## src/rtl/key_event_gen.sv

```systemverilog
// Turns a level keycode into debounced one-frame key events with optional auto-repeat.
// Events, held key and event count are all registered on frame_clk.
module key_event_gen #(
    parameter int DEBOUNCE_FRAMES = 3,
    parameter int REPEAT_DELAY    = 30,
    parameter int REPEAT_PERIOD   = 6,
    parameter int REPEAT_EN       = 1
) (
    input  logic       frame_clk,
    input  logic       Reset,
    input  logic [7:0] keycode_raw,
    output logic [7:0] key,
    output logic       key_valid,
    output logic [7:0] key_held,
    output logic [7:0] event_count
);

    localparam logic [3:0] DF = 4'(DEBOUNCE_FRAMES);
    localparam logic [7:0] RD = 8'(REPEAT_DELAY);
    localparam logic [7:0] RP = 8'(REPEAT_PERIOD);

    typedef enum logic [1:0] {
        S_IDLE,
        S_DEBOUNCE,
        S_HELD,
        S_REPEAT
    } state_t;

    state_t     r_state, w_state_nxt;
    logic [7:0] r_cand, w_cand_nxt;
    logic [3:0] r_dcnt, w_dcnt_nxt;
    logic [7:0] r_rcnt, w_rcnt_nxt;
    logic       w_emit;
    logic [3:0] w_dcnt_inc;
    logic [7:0] w_rcnt_inc;
    logic       w_raw_zero;
    logic       w_raw_match;

    logic [7:0] r_key;
    logic       r_key_valid;
    logic [7:0] r_key_held;
    logic [7:0] r_event_count;

    assign w_dcnt_inc  = r_dcnt + 4'd1;
    assign w_rcnt_inc  = r_rcnt + 8'd1;
    assign w_raw_zero  = (keycode_raw == 8'h00);
    assign w_raw_match = (keycode_raw == r_cand);

    always_ff @(posedge frame_clk or posedge Reset) begin
        if (Reset) begin
            r_state       <= S_IDLE;
            r_cand        <= 8'h00;
            r_dcnt        <= 4'd0;
            r_rcnt        <= 8'd0;
            r_key         <= 8'h00;
            r_key_valid   <= 1'b0;
            r_key_held    <= 8'h00;
            r_event_count <= 8'h00;
        end else begin
            r_state     <= w_state_nxt;
            r_cand      <= w_cand_nxt;
            r_dcnt      <= w_dcnt_nxt;
            r_rcnt      <= w_rcnt_nxt;
            r_key       <= w_emit ? w_cand_nxt : 8'h00;
            r_key_valid <= w_emit;
            r_key_held  <= (w_state_nxt == S_HELD || w_state_nxt == S_REPEAT) ? w_cand_nxt : 8'h00;
            if (w_emit)
                r_event_count <= r_event_count + 8'd1;
        end
    end

    always_comb begin
        w_state_nxt = r_state;
        w_cand_nxt  = r_cand;
        w_dcnt_nxt  = r_dcnt;
        w_rcnt_nxt  = r_rcnt;
        w_emit      = 1'b0;
        case (r_state)
            S_IDLE: begin
                if (!w_raw_zero) begin
                    w_cand_nxt = keycode_raw;
                    w_dcnt_nxt = 4'd1;
                    if (DF == 4'd1) begin
                        w_emit      = 1'b1;
                        w_rcnt_nxt  = 8'd0;
                        w_state_nxt = S_HELD;
                    end else begin
                        w_state_nxt = S_DEBOUNCE;
                    end
                end
            end
            S_DEBOUNCE: begin
                if (w_raw_match) begin
                    w_dcnt_nxt = w_dcnt_inc;
                    // >= keeps a single-frame debounce from stalling after a key change
                    if (w_dcnt_inc >= DF) begin
                        w_emit      = 1'b1;
                        w_dcnt_nxt  = DF;
                        w_rcnt_nxt  = 8'd0;
                        w_state_nxt = S_HELD;
                    end
                end else if (w_raw_zero) begin
                    w_dcnt_nxt  = 4'd0;
                    w_state_nxt = S_IDLE;
                end else begin
                    w_cand_nxt = keycode_raw;
                    w_dcnt_nxt = 4'd1;
                end
            end
            S_HELD, S_REPEAT: begin
                if (w_raw_match) begin
                    if (r_state == S_REPEAT) begin
                        if (w_rcnt_inc == RP) begin
                            w_emit     = 1'b1;
                            w_rcnt_nxt = 8'd0;
                        end else begin
                            w_rcnt_nxt = w_rcnt_inc;
                        end
                    end else if (REPEAT_EN != 0) begin
                        if (w_rcnt_inc == RD) begin
                            w_emit      = 1'b1;
                            w_rcnt_nxt  = 8'd0;
                            w_state_nxt = S_REPEAT;
                        end else begin
                            w_rcnt_nxt = w_rcnt_inc;
                        end
                    end
                end else if (w_raw_zero) begin
                    // release beats a repeat threshold reached on the same edge
                    w_rcnt_nxt  = 8'd0;
                    w_state_nxt = S_IDLE;
                end else begin
                    w_rcnt_nxt  = 8'd0;
                    w_cand_nxt  = keycode_raw;
                    w_dcnt_nxt  = 4'd1;
                    w_state_nxt = S_DEBOUNCE;
                end
            end
            default: w_state_nxt = S_IDLE;
        endcase
    end

    assign key         = r_key;
    assign key_valid   = r_key_valid;
    assign key_held    = r_key_held;
    assign event_count = r_event_count;

endmodule

```

## config.mk

```make
export PLATFORM = sky130hd
export DESIGN_NAME = key_event_gen
export DESIGN_NICKNAME = d
export VERILOG_FILES = /design/src/rtl/key_event_gen.sv
export SDC_FILE = /design/constraint.sdc
export NUM_CORES = 1
export LEC_CHECK = 0
export BUFFER_PORTS_ARGS = -buffer_cell sky130_fd_sc_hd__buf_2
export CAP_MARGIN = 20
export CORE_MARGIN = 1.5
export CORE_UTILIZATION = 23
export CTS_CLUSTER_SIZE = 30
export DETAILED_ROUTE_END_ITERATION = 10
export HOLD_SLACK_MARGIN = 0.12
export SLEW_MARGIN = 20
export SYNTH_ARGS = -nofsm -noshare
export SYNTH_HDL_FRONTEND = slang
export SYNTH_SLANG_ARGS = --single-unit
```

## constraint.sdc

```tcl
create_clock -name frame_clk -period 3.1 [get_ports frame_clk]
set_input_delay 0.31 -clock frame_clk [delete_from_list [all_inputs] [get_ports frame_clk]]
set_output_delay 0.31 -clock frame_clk [all_outputs]
set_load 0.02 [all_outputs]
```

==> results.cfg <==
[grt]
antenna_found_initial = 0
grt_pass1_vias = 1643
overflow = 0
grt_util_all_layers = 0.100
grt_pass1_wl_um = 8240
grt_max_degree = 48

[sta]
drv_slew = 0
hold_viol = 0
rsz0062_at_grt = no
finalCritPeriodShare = 0.802
setup_tns_ns = 0
worst_slew_pin_slew_ns = 0.806
fin_skew_ns = 0.00429
final-setup-viol-count = 0
slew_headroom = 0.463
fin_crit_ns = 2.49
fmax_mhz = 402

[final_layout]
final_nets = 269
antennaDiodeCount = 0
area_delta_synth_final_pct = 16.4
layout_commonest_cell = dfrtp_1
drive_above_1_share = 0.208
layout_common_cells = dfrtp_1 (47), buf_2 (34), nor2_1 (23)
fin_cells = 388
final_area_mm2 = 0.00270

[place]
gp_congestion = 0.907
dp_cells = 380
place_area_mm2 = 0.00261
dpl.hpwl_um = 3480
portBuffers = 34

[drt]
wl_met2_um = 2290
drt-met1-wl_um = 2370
drt_iter0_drc = 89
drc_errors = 0
highest_layer = met4
drtAntennaViolNets = 0
drt-total-wl_um = 4970
wl_per_cell_um = 12.8
avgViaCountPerCell = 4.48
vias = 1739
firstDrtPassIters = 4
dr_wl_met3_um = 277

[power_and_ir_drop]
p_leak_nw = 1.30
p_per_area_mw_per_mm2 = 393
vdd.ir_drop.worst_mv = 0.237
power_mw = 1.06

[floorplanning]
die_w_um = 103
die_h_um = 103
pin_count = 35
initial_utilization = 0.237
die_area_mm2 = 0.0107
placementRows = 36
coreArea_mm2 = 0.00977

[clock_network]
htreeDepth = 2
cts_hold_buf = 0
cts_inserted_buffers = 5
ctsResizeCount = 0
cts_root_buf = clkbuf_8
cts.clk_slew.worst_paths_ns = 0.09
cts.path.max_buffers = 2
cts_tree = yes
clock_sinks = 47
clock_latency_ns = 0.31
cts_setup_buffers = 0

[logic_synthesis]
synth_warnings = 0
netlist_area_mm2 = 0.00232
synthMuxAreaShare = 0.00917
syn_avg_cell_area_um2 = 10.4
synthesis.nets = 238
synth_adder_area_share = 0.0270
synthCells = 223
synthSimpleGateAreaFrac = 0.180
synth_flop_cell = dfrtp_1
synthDistinctLibCells = 54
synth-compound-area-share = 0.160
ys_ff_latch = 47
synth_edf_count = 0
synth-seq-area-share = 0.507
async_reset_ff_frac = 1.00
synthXorXnorAreaFrac = 0.0680
synth_top_family_by_area = simple AND/OR/NAND/NOR gates

[worst_setup_path]
critPathMaxStageDelay_ns = 0.49
path_cells = ha_1, a21o_1, a21boi_0, a221oi_1, o31ai_2, or3b_1, xnor2_1
crit_slowest_cell = dfrtp_1
arrival_ns = 2.68
critPathMaxFanout = 11
endpoint_kind = flop
path_buf_inv = 0
cp-start-kind = flop
critPathTopFamily = compound AO/OA/AOI/OAI gates
critical_path_class = reg -> reg
required_ns = 3.30

[outcome]
status = finished, final reports clean

[min_path]
hold_path_class = in -> async

[job]
cap_violations = 0
[worst paths after layout]
check,from,endpoint,slack [ns],depth (start not counted)
hold / removal,Reset,key[1]$_DFF_PP0_,0.11,2
hold reg to reg,event_count[7]$_DFFE_PP0P_,event_count[7]$_DFFE_PP0P_,0.47,1
setup / recovery,r_rcnt[0]$_DFFE_PP0P_,event_count[5]$_DFFE_PP0P_,0.61,7
setup reg to reg,r_rcnt[0]$_DFFE_PP0P_,event_count[5]$_DFFE_PP0P_,0.61,7
min in group frame_clk,keycode_raw[6],r_cand[6]$_DFF_PP0_,0.32,3
max in group asynchronous,Reset,r_rcnt[6]$_DFFE_PP0P_,2.49,2
[power breakdown]
part	internal, mW	switching [mW]
registers	0.619	0.00474
logic	0.0163	0.0369
clock network	0.162	0.221
total	0.797	0.262
[registers in the layout, summed over array words and instances (netlist names)]
register,count
event_count,8
r_dcnt,4
key_held,8
r_rcnt,8
key,8
key_valid,1
r_cand,8
r_state,2
[cells in the mapped netlist (2+ instances only)]
cell type	n	area (um2)
ha_1	5	62.6
buf_2	6	30.0
and3_1	3	18.8
a31o_2	2	17.5
xor2_1	11	96.3
a22oi_1	11	82.6
nand4_1	4	25.0
nor3_1	5	25.0
or3b_1	2	17.5
xnor2_1	7	61.3
nor4_4	2	42.5
o21bai_1	2	15.0
a32o_1	2	20.0
a31oi_1	2	12.5
nor2_1	23	86.3
clkbuf_1	3	11.3
a21oi_1	6	30.0
nor3b_1	2	15.0
nor4_1	2	12.5
a211oi_1	2	15.0
inv_1	16	60.1
or2_2	2	12.5
o21ai_0	4	20.0
nand3b_1	2	15.0
and2_1	3	18.8
nand2_1	13	48.8
a21o_1	4	30.0
dfrtp_1	47	1180
nand3_1	5	25.0
[area by class of cell]
type                            count  area (um2)
Clock buffer                        6        72.6
Clock inverter                      2        16.3
Timing Repair Buffer               35         178
Sequential cell                    47        1180
Fill cell                        1045        7080
Tap cell                          133         166
Inverter                           16        61.3
Multi-Input combinational cell    149        1030
[per-layer routing]
layer,vias to the layer above,GRT usage
li1,850,-
met1,843,0.141
met2,44,0.154
met3,2,0.0242
met4,0,0.0281
met5,-,0
[through the flow]
| step | hold WS, ns | setup slack (ns) | utilization |
|---|---|---|---|
| floorplan | 0.477 | 0.840 | - |
| global placement | 0.474 | 0.712 | 0.267 |
| detailed placement | 0.463 | 0.671 | 0.267 |
| CTS | 0.257 | 0.657 | 0.276 |
| global route | 0.191 | 0.471 | 0.276 |
| finish | 0.113 | 0.614 | 0.276 |
[kinds of logic (layout without fill, tap and decap cells)]
family                   after synthesis  after routing
AND/OR/NAND/NOR                       75             75
AO/OA/AOI/OAI                         49             49
adder cells (fa/ha/maj)                5              5
buffers and inverters                 27             59
flip-flops                            47             47
multiplexers                           2              2
XOR/XNOR                              18             18
No activity file was read; power rests on OpenSTA's default activity.
